**src/rtl/sync_pkg.sv**
```systemverilog
// Shared helpers for the multi-channel synchroniser/debouncer: counter sizing
// and parameter legality checks evaluated at elaboration.
package sync_pkg;

  function automatic int unsigned cnt_width(input int unsigned filt_cycles);
    int unsigned w;
    w = (filt_cycles > 1) ? $clog2(filt_cycles) : 1;
    return w;
  endfunction

  function automatic bit params_ok(input int unsigned stages,
                                   input int unsigned filt_cycles,
                                   input int unsigned reset_bits,
                                   input int unsigned width);
    return (stages >= 2) && (filt_cycles >= 1) && (reset_bits == width);
  endfunction

endpackage

```
**src/rtl/sync_debounce_bit.sv**
```systemverilog
// One channel: STAGES-deep synchroniser, stability counter, accepted level and
// registered rise/fall pulses. Pulse next-state is exported for the top's OR.
module sync_debounce_bit
  import sync_pkg::*;
#(
  parameter int unsigned STAGES      = 2,
  parameter int unsigned FILT_CYCLES = 4,
  parameter logic        RESET_VAL   = 1'b0
) (
  input  logic i_clk,
  input  logic i_rst_n,
  input  logic i_en,
  input  logic i_din,
  output logic o_dout,
  output logic o_rise,
  output logic o_fall,
  output logic o_rise_nxt,
  output logic o_fall_nxt
);

  localparam int unsigned CW = cnt_width(FILT_CYCLES);
  localparam logic [CW-1:0] CNT_MAX = CW'(FILT_CYCLES - 1);

  logic [STAGES-1:0] r_sync;
  logic [CW-1:0]     r_cnt;
  logic              r_dout;
  logic              r_rise;
  logic              r_fall;

  logic w_s;
  logic w_diff;
  logic w_accept;
  logic w_rise_nxt;
  logic w_fall_nxt;

  // r_sync[0] is the metastability-capture flop; its input is a timing false
  // path and the chain must stay a plain shift register (no merge/retime).
  always_ff @(posedge i_clk or negedge i_rst_n) begin
    if (!i_rst_n) begin
      r_sync <= {STAGES{RESET_VAL}};
    end else begin
      r_sync <= {r_sync[STAGES-2:0], i_din};
    end
  end

  always_comb begin
    w_s        = r_sync[STAGES-1];
    w_diff     = (w_s != r_dout);
    w_accept   = i_en && w_diff && (r_cnt == CNT_MAX);
    w_rise_nxt = w_accept && w_s;
    w_fall_nxt = w_accept && !w_s;
  end

  always_ff @(posedge i_clk or negedge i_rst_n) begin
    if (!i_rst_n) begin
      r_cnt  <= '0;
      r_dout <= RESET_VAL;
      r_rise <= 1'b0;
      r_fall <= 1'b0;
    end else begin
      r_rise <= w_rise_nxt;
      r_fall <= w_fall_nxt;
      if (i_en) begin
        if (!w_diff) begin
          r_cnt <= '0;
        end else if (r_cnt == CNT_MAX) begin
          r_dout <= w_s;
          r_cnt  <= '0;
        end else begin
          r_cnt <= r_cnt + CW'(1);
        end
      end
    end
  end

  assign o_dout     = r_dout;
  assign o_rise     = r_rise;
  assign o_fall     = r_fall;
  assign o_rise_nxt = w_rise_nxt;
  assign o_fall_nxt = w_fall_nxt;

endmodule

```
**src/rtl/sync_debounce.sv**
```systemverilog
// WIDTH-channel input synchroniser with glitch filter and edge pulses; the
// top holds the per-channel instances and the registered any-edge flag.
module sync_debounce
  import sync_pkg::*;
#(
  parameter int unsigned     WIDTH       = 32,
  parameter int unsigned     STAGES      = 2,
  parameter int unsigned     FILT_CYCLES = 4,
  parameter logic [WIDTH-1:0] RESET_VAL  = '0
) (
  input  logic             clk,
  input  logic             rst_n,
  input  logic             en,
  input  logic [WIDTH-1:0] din,
  output logic [WIDTH-1:0] dout,
  output logic [WIDTH-1:0] rise,
  output logic [WIDTH-1:0] fall,
  output logic             changed
);

  if (!params_ok(STAGES, FILT_CYCLES, $bits(RESET_VAL), WIDTH)) begin : g_param_err
    $error("sync_debounce: need STAGES>=2, FILT_CYCLES>=1, RESET_VAL width == WIDTH");
  end

  logic [WIDTH-1:0] w_rise_nxt;
  logic [WIDTH-1:0] w_fall_nxt;
  logic             r_changed;

  for (genvar i = 0; i < WIDTH; i++) begin : g_ch
    sync_debounce_bit #(
      .STAGES      (STAGES),
      .FILT_CYCLES (FILT_CYCLES),
      .RESET_VAL   (RESET_VAL[i])
    ) u_bit (
      .i_clk      (clk),
      .i_rst_n    (rst_n),
      .i_en       (en),
      .i_din      (din[i]),
      .o_dout     (dout[i]),
      .o_rise     (rise[i]),
      .o_fall     (fall[i]),
      .o_rise_nxt (w_rise_nxt[i]),
      .o_fall_nxt (w_fall_nxt[i])
    );
  end

  // Built from pulse next-state so it lands on the same cycle as rise/fall.
  always_ff @(posedge clk or negedge rst_n) begin
    if (!rst_n) begin
      r_changed <= 1'b0;
    end else begin
      r_changed <= |(w_rise_nxt | w_fall_nxt);
    end
  end

  assign changed = r_changed;

endmodule

```
**config.mk**
```make
export PLATFORM = sky130hd
export DESIGN_NAME = sync_debounce
export DESIGN_NICKNAME = d
export VERILOG_FILES = /design/src/rtl/sync_pkg.sv /design/src/rtl/sync_debounce_bit.sv /design/src/rtl/sync_debounce.sv
export SDC_FILE = /design/constraint.sdc
export NUM_CORES = 1
export LEC_CHECK = 0
export ABC_CLOCK_PERIOD_IN_PS = 6700
export BUFFER_PORTS_ARGS = -buffer_cell sky130_fd_sc_hd__buf_2
export CAP_MARGIN = 20
export CORE_ASPECT_RATIO = 0.7
export CORE_MARGIN = 4
export CORE_UTILIZATION = 59
export DETAILED_ROUTE_END_ITERATION = 12
export PLACE_DENSITY_LB_ADDON = 0.12
export SYNTH_ARGS = -nofsm -noshare
export SYNTH_HDL_FRONTEND = slang
export SYNTH_SLANG_ARGS = --single-unit
```
**constraint.sdc**
```tcl
create_clock -name clk -period 6.7 [get_ports clk]
set_input_delay 0.335 -clock clk [delete_from_list [all_inputs] [get_ports clk]]
set_output_delay 0.335 -clock clk [all_outputs]
set_load 0.01 [all_outputs]
```
==> impl_metrics.env, run 1 <==
export IMPL_outcome="finished clean"
export IMPL_vdd_ir_drop_max_mv=0.253
export IMPL_cts_max_path_buffers=3
export IMPL_tritoncts_num_buffers=22
export IMPL_synth_common_cells="sky130_fd_sc_hd__dfrtp_1, sky130_fd_sc_hd__buf_4, sky130_fd_sc_hd__inv_1"
export IMPL_synth_top_area_share=0.609
export IMPL_synth_largest_area_cell="sky130_fd_sc_hd__dfrtp_1"
export IMPL_final_setup_worst_slack_ns=4.24
export IMPL_root_buffer_selected_by_cts="sky130_fd_sc_hd__clkbuf_16"
export IMPL_first_pass_grt_wire_length_mm=27.0
export IMPL_cts_max_level=1
export IMPL_antenna_cells_inserted=0
export IMPL_detailedRoute_firstIterationViolations=300
export IMPL_postSynth_topFlopCell="sky130_fd_sc_hd__dfrtp_1"
export IMPL_skew_ns=0.0141
export IMPL_routed_wl_met3_um=900
export IMPL_finalCoreUtilization=0.698
export IMPL_finalCritPeriodShare=0.366
export IMPL_finalHoldViolCount=0
export IMPL_syn_nets=832
export IMPL_share_of_flip_flops_with_an_asynchronous_set_or_reset_after_synthesis=1.00
export IMPL_dr_total_vias=5345
export IMPL_number_of_synthesized_flops_with_an_enable_pin=0
export IMPL_synth_cell_area_mm2=0.00925
export IMPL_detailed_route_wire_length_per_cell_um=15.3
export IMPL_synthMostInstantiatedCell="sky130_fd_sc_hd__dfrtp_1"
export IMPL_die_w_um=158
export IMPL_gr_total_overflow=0
export IMPL_flow_area_growth_from_synthesis_pct=13.2
export IMPL_grt_pass1_vias=5667
export IMPL_post_synth_cell_area_avg_um2=12.1
export IMPL_clk_transition_reported_paths_ns=0.06
export IMPL_postcts_resize_cnt=0
export IMPL_cellPowerDensity_mw_per_mm2=401
export IMPL_switching_power_share_of_the_total=0.306
export IMPL_count_of_max_cap_constraint_violations=0
export IMPL_top_layer_used="met4"
export IMPL_core_mm2=0.0150
export IMPL_grt_start_max_net_pins=93
export IMPL_clk_latency_ns=0.50
export IMPL_drt_pre_antenna_iters=4
export IMPL_finalHoldWorstSlack_ns=0.344
export IMPL_setup_violations=0
export IMPL_power_static_leakage_nw=5.13
export IMPL_synthCells=765
export IMPL_floorplan_io_pins=132
export IMPL_cp_data_arrival_time_ns=2.83
export IMPL_tightestPinTransition_ns=0.882
export IMPL_critPathLaunchType="flop"
export IMPL_drive_above_1_share=0.249
export IMPL_tritoncts_num_sinks=225
export IMPL_switchingPower_mw=1.29
export IMPL_f_max_mhz=407
export IMPL_portBuffers=131
export IMPL_dpl_ws_ns=4.26
export IMPL_floorplan_initialDensity=0.616
export IMPL_netlist_cell_type_count=26
export IMPL_viasPerCell=5.08
export IMPL_internal_power_mw=2.91
export IMPL_detail_route_wirelength_met1_mm=7.45
export IMPL_setup_repair_after_global_routing_missed_its_margin="no"
export IMPL_place_congestion=0.710
export IMPL_worst_endpoint_required_ns=7.07
export IMPL_cts_repair_timing_setup_buffer_count=0
export IMPL_num_nets_final=911
export IMPL_final_setup_tns_ns=0
export IMPL_seq_power_share=0.455
export IMPL_sequential_element_share_of_the_synthesized_area=0.609
export IMPL_grt_total_usage=0.184
export IMPL_pwr_share_clk=0.292
export IMPL_wirelength_mm=16.1
export IMPL_die_footprint_mm2=0.0178
export IMPL_comb_pwr_share=0.253
export IMPL_row_count=37
export IMPL_yosys_warnings=0
export IMPL_category_of_the_most_critical_setup_path="flop to flop"
export IMPL_tot_pwr_mw=4.20
export IMPL_hold_path_class="primary input to flop"
export IMPL_remaining_design_rule_violation_count=0
export IMPL_ys_seq_elements=225
export IMPL_final_slew_viol_count=0
export IMPL_dp_final_hpwl_mm=10.8
export IMPL_timing_critical_path_fanout_max=5
export IMPL_setup_worst_path_end_class="flop"
export IMPL_fin_crit_ns=2.46
export IMPL_postRouteAntennaNets=0
export IMPL_wl_met2_mm=7.45
export IMPL_post_synth_main_area_contributors="sky130_fd_sc_hd__dfrtp_1, sky130_fd_sc_hd__buf_4, sky130_fd_sc_hd__mux2_2"
export IMPL_timing_max_slew_rel_slack=0.412
export IMPL_fp_dieH_um=113
export IMPL_tritoncts_clock_tree="built"
export IMPL_antenna_found_initial=0
power groups by stage:
stage	Combinational (mW)	Clock [mW]	Sequential, mW
after floorplan	0.889	0	1.87
after global placement	0.981	0	1.90
after detailed placement	1.05	0	1.93
after CTS	1.08	1.26	1.91
after global routing	1.21	1.32	1.95
final	1.06	1.23	1.91
metrics by stage:
step           cell area, um2  cells
3_3_place_gp             9400    982
2_1_floorplan            9250    765
4_1_cts                 10500   1053
5_1_grt                 10500   1053
3_5_place_dp             9400    982
6_report                10500   1053
repair_timing:
item | in CTS | in global routing
setup endpoints to repair | 0 | 0
hold buffers | 33 | 0
endpoints found under the hold margin | 122 | 0
logic make-up after synthesis:
family	share of synthesized area
fa+ha+maj	0.0433
simple gates	0.102
flops	0.609
buf+inv	0.115
compound gates	0.0443
xor+xnor	0.0303
mux	0.0560
path summary, 6_finish.rpt:
path                       depth (start not counted)                      from                        to  slack, ns
max reg2reg                                        6     g_ch[26].u_bit.o_dout                   changed       4.24
min reg2reg                                        0  g_ch[30].u_bit.r_sync[0]  g_ch[30].u_bit.r_sync[1]       0.35
min                                                3                        en   g_ch[29].u_bit.r_cnt[1]       0.34
min in group asynchronous                          2                     rst_n     g_ch[28].u_bit.o_rise       0.43
max in group asynchronous                          3                     rst_n     g_ch[10].u_bit.o_rise       4.92
max                                                6     g_ch[26].u_bit.o_dout                   changed       4.24
cell type report:
cell class | instances | area (um2)
timing repair buffer | 167 | 1020
fill | 1073 | 4540
multi-input combinational | 352 | 2550
clock inverter | 8 | 113
tap | 195 | 244
sequential | 225 | 5630
clock buffer | 30 | 621
inverter | 76 | 285
per-layer routing:
layer / GRT usage / vias to the layer above
met2: 0.296 / 121
met4: 0.0367 / 0
met1: 0.265 / 2585
met3: 0.0413 / 26
met5: 0 / -
li1: - / 2613
critical path: stages (launching register included):
cell and delay, ns:
sky130_fd_sc_hd__dfrtp_1 0.41, sky130_fd_sc_hd__xnor2_1 0.28, sky130_fd_sc_hd__o22ai_1 0.14, sky130_fd_sc_hd__or4_1 0.52, sky130_fd_sc_hd__nor4_1 0.36, sky130_fd_sc_hd__nand4_1 0.15
sky130_fd_sc_hd__a2111o_1 0.44
flip-flops by register name, indices dropped and copies added (netlist names):
| name | flops |
|---|---|
| g_ch.u_bit.o_fall | 32 |
| g_ch.u_bit.o_dout | 32 |
| g_ch.u_bit.r_cnt | 64 |
| g_ch.u_bit.r_sync | 64 |
| changed | 1 |
| g_ch.u_bit.o_rise | 32 |
placed cells by master (no fill, tap or decap):
cell	count
sky130_fd_sc_hd__nand3_1	21
sky130_fd_sc_hd__clkbuf_1	4
sky130_fd_sc_hd__nor3b_1	58
sky130_fd_sc_hd__ha_1	32
sky130_fd_sc_hd__mux2_2	46
sky130_fd_sc_hd__nor2_1	17
sky130_fd_sc_hd__dlygate4sd3_1	33
sky130_fd_sc_hd__o22ai_1	43
sky130_fd_sc_hd__clkbuf_8	4
sky130_fd_sc_hd__a2111o_1	1
sky130_fd_sc_hd__buf_8	1
sky130_fd_sc_hd__xnor2_1	29
sky130_fd_sc_hd__xor2_1	3
sky130_fd_sc_hd__nand4_1	1
sky130_fd_sc_hd__or4_1	1
sky130_fd_sc_hd__and2_1	1
sky130_fd_sc_hd__and3_1	1
sky130_fd_sc_hd__nor3_1	16
sky130_fd_sc_hd__clkinv_2	4
sky130_fd_sc_hd__clkinv_8	2
sky130_fd_sc_hd__nand2_1	58
sky130_fd_sc_hd__bufinv_16	2
sky130_fd_sc_hd__o21ai_0	16
sky130_fd_sc_hd__clkbuf_16	22
sky130_fd_sc_hd__buf_4	4
sky130_fd_sc_hd__nor4_1	1
sky130_fd_sc_hd__inv_1	76
sky130_fd_sc_hd__dfrtp_1	225
sky130_fd_sc_hd__buf_2	129
sky130_fd_sc_hd__o211ai_1	1
sky130_fd_sc_hd__a21o_1	2
sky130_fd_sc_hd__nor2b_1	1
sky130_fd_sc_hd__a221oi_1	3
Power figures use the tool's default switching activity.
==> run 2, diff against run 1 <==
Settings changed: ABC_CLOCK_PERIOD_IN_PS 6700 to 2390, CORE_UTILIZATION 59 to 57.
Clock period 6.7 ns to 2.39 ns, I/O delays scaled along.
==> impl_metrics.env, run 2 (same netlist as run 1, synthesis figures left out) <==
export IMPL_outcome="finished clean"
export IMPL_place_congestion=0.732
export IMPL_grt_total_usage=0.177
export IMPL_skew_ns=0.0120
export IMPL_core_mm2=0.0157
export IMPL_fp_dieH_um=115
export IMPL_tightestPinTransition_ns=0.795
export IMPL_cp_data_arrival_time_ns=2.65
export IMPL_cts_max_path_buffers=3
export IMPL_postRouteAntennaNets=0
export IMPL_antenna_found_initial=0
export IMPL_flow_area_growth_from_synthesis_pct=14.6
export IMPL_detailed_route_wire_length_per_cell_um=14.6
export IMPL_switchingPower_mw=3.63
export IMPL_wirelength_mm=15.5
export IMPL_portBuffers=131
export IMPL_count_of_max_cap_constraint_violations=0
export IMPL_drt_pre_antenna_iters=4
export IMPL_placed_cells_incl_taps=994
export IMPL_comb_pwr_share=0.261
export IMPL_grtUsageMet3=0.0374
export IMPL_remaining_design_rule_violation_count=0
export IMPL_internal_power_mw=8.22
export IMPL_cts_repair_timing_setup_buffer_count=0
export IMPL_finalCritPeriodShare=0.956
export IMPL_grt_busiest_layer="met2"
export IMPL_floorplan_io_pins=132
export IMPL_switching_power_share_of_the_total=0.306
export IMPL_die_footprint_mm2=0.0184
export IMPL_worstReg2RegStart="g_ch[18].u_bit.r_sync[1]"
export IMPL_final_setup_tns_ns=0
export IMPL_worst_endpoint_required_ns=2.76
export IMPL_seq_power_share=0.452
export IMPL_final_slew_viol_count=0
export IMPL_row_count=38
export IMPL_mostFrequentLayoutCell="sky130_fd_sc_hd__dfrtp_1"
export IMPL_vdd_ir_drop_max_mv=0.529
export IMPL_clk_transition_reported_paths_ns=0.06
export IMPL_cts_max_level=1
export IMPL_crit_reg2reg_capture="changed"
export IMPL_num_nets_final=918
export IMPL_grt_pass1_vias=5752
export IMPL_timing_max_slew_rel_slack=0.470
export IMPL_root_buffer_selected_by_cts="sky130_fd_sc_hd__clkbuf_16"
export IMPL_hold_path_class="primary input to asynchronous set/reset pin"
export IMPL_cellPowerDensity_mw_per_mm2=1120
export IMPL_grt_start_max_net_pins=90
export IMPL_globalRouteMet1Util=0.240
export IMPL_clk_latency_ns=0.49
export IMPL_die_w_um=160
export IMPL_antenna_cells_inserted=0
export IMPL_top_regs="g_ch.u_bit.r_cnt x64, g_ch.u_bit.r_sync x64"
export IMPL_tritoncts_num_sinks=225
export IMPL_drive_above_1_share=0.263
export IMPL_pwr_share_clk=0.287
export IMPL_dp_final_hpwl_mm=10.6
export IMPL_timing_critical_path_fanout_max=4
export IMPL_power_static_leakage_nw=5.19
export IMPL_first_pass_grt_wire_length_mm=27.0
export IMPL_finalHoldViolCount=0
export IMPL_r2r_cells=6
export IMPL_critPathLaunchType="flop"
export IMPL_stdcell_count=1066
export IMPL_category_of_the_most_critical_setup_path="flop to flop"
export IMPL_setup_violations=0
export IMPL_fin_crit_ns=2.28
export IMPL_viasPerCell=5.06
export IMPL_dr_total_vias=5396
export IMPL_detailedRoute_firstIterationViolations=248
export IMPL_floorplan_initialDensity=0.589
export IMPL_tritoncts_clock_tree="built"
export IMPL_grt_use_met2=0.296
export IMPL_r2r_slack_ns=0.11
export IMPL_tritoncts_num_buffers=22
export IMPL_layout_cells_most_common_list="sky130_fd_sc_hd__dfrtp_1, sky130_fd_sc_hd__buf_2, sky130_fd_sc_hd__inv_1"
export IMPL_setup_worst_path_end_class="flop"
export IMPL_f_max_mhz=438
export IMPL_gr_total_overflow=0
[run 2: cell types whose count changed in the layout (fill, tap and decap cells not counted), moves of 2 or more]
cell / previous run / this run
sky130_fd_sc_hd__xnor2_2: 0 / 3
sky130_fd_sc_hd__clkinvlp_4: 0 / 2
sky130_fd_sc_hd__buf_4: 4 / 8
sky130_fd_sc_hd__xnor2_1: 29 / 26
sky130_fd_sc_hd__buf_12: 0 / 3
[run 2: how the worst max path moves through the flow]
| stage | start | endpoint | cells after the start |
|---|---|---|---|
| after floorplan | g_ch[26].u_bit.o_dout | changed | 6 |
| after global placement | g_ch[26].u_bit.r_sync[1] | changed | 6 |
| after detailed placement | g_ch[26].u_bit.r_sync[1] | changed | 6 |
| after CTS | g_ch[15].u_bit.r_sync[1] | changed | 6 |
| after global routing | g_ch[18].u_bit.o_dout | changed | 6 |
| final | g_ch[18].u_bit.r_sync[1] | changed | 6 |
[run 2: worst max-delay path, stage by stage, from the launching register on]
cell and delay, ns:
sky130_fd_sc_hd__dfrtp_1 0.41, sky130_fd_sc_hd__xnor2_1 0.27, sky130_fd_sc_hd__o22ai_1 0.14, sky130_fd_sc_hd__or4_4 0.51, sky130_fd_sc_hd__nor4_4 0.29, sky130_fd_sc_hd__nand4_1 0.12
sky130_fd_sc_hd__a2111o_1 0.43
[run 2: cell type report]
type	count	area, um2
sequential	225	5630
fill	1137	5090
multi-input combinational	352	2590
timing repair buffer	174	1110
clock buffer	31	646
inverter	76	285
tap	200	250
clock inverter	8	81.3
[run 2: stage by stage]
| stage | cell area, um2 | hold slack, ns | setup WS (ns) | util | power [mW] |
|---|---|---|---|---|---|
| floorplan | 9250 | -0.176 | 0.271 | - | 7.73 |
| global placement | 9500 | 0.170 | 0.0632 | 0.605 | 8.11 |
| detailed placement | 9500 | 0.184 | 0.0373 | 0.605 | 8.42 |
| CTS | 10600 | 0.202 | 0.0461 | 0.673 | 11.9 |
| global route | 10600 | 0.242 | -0.00613 | 0.675 | 12.7 |
| finish | 10600 | 0.206 | 0.106 | 0.675 | 11.8 |
[run 2: power by group through the flow]
stage	registers (mW)	logic [mW]	clock network (mW)
floorplan	5.24	2.49	0
global placement	5.30	2.81	0
detailed placement	5.41	3.02	0
CTS	5.34	3.09	3.49
global route	5.48	3.53	3.67
finish	5.35	3.10	3.40
[run 2: per-layer routing]
| metal | vias up | part of all wire |
|---|---|---|
| met2 | 107 | 0.48 |
| met3 | 27 | 0.043 |
| li1 | 2621 | - |
| met5 | - | 0 |
| met4 | 0 | 0.017 |
| met1 | 2641 | 0.45 |
[run 2: what timing repair did]
item | CTS | global route
setup endpoints to repair | 1 | 1
pin swaps | 0 | 0
hold buffers | 33 | 0
endpoints found under the hold margin | 117 | 0
gates resized for setup | 1 | 6
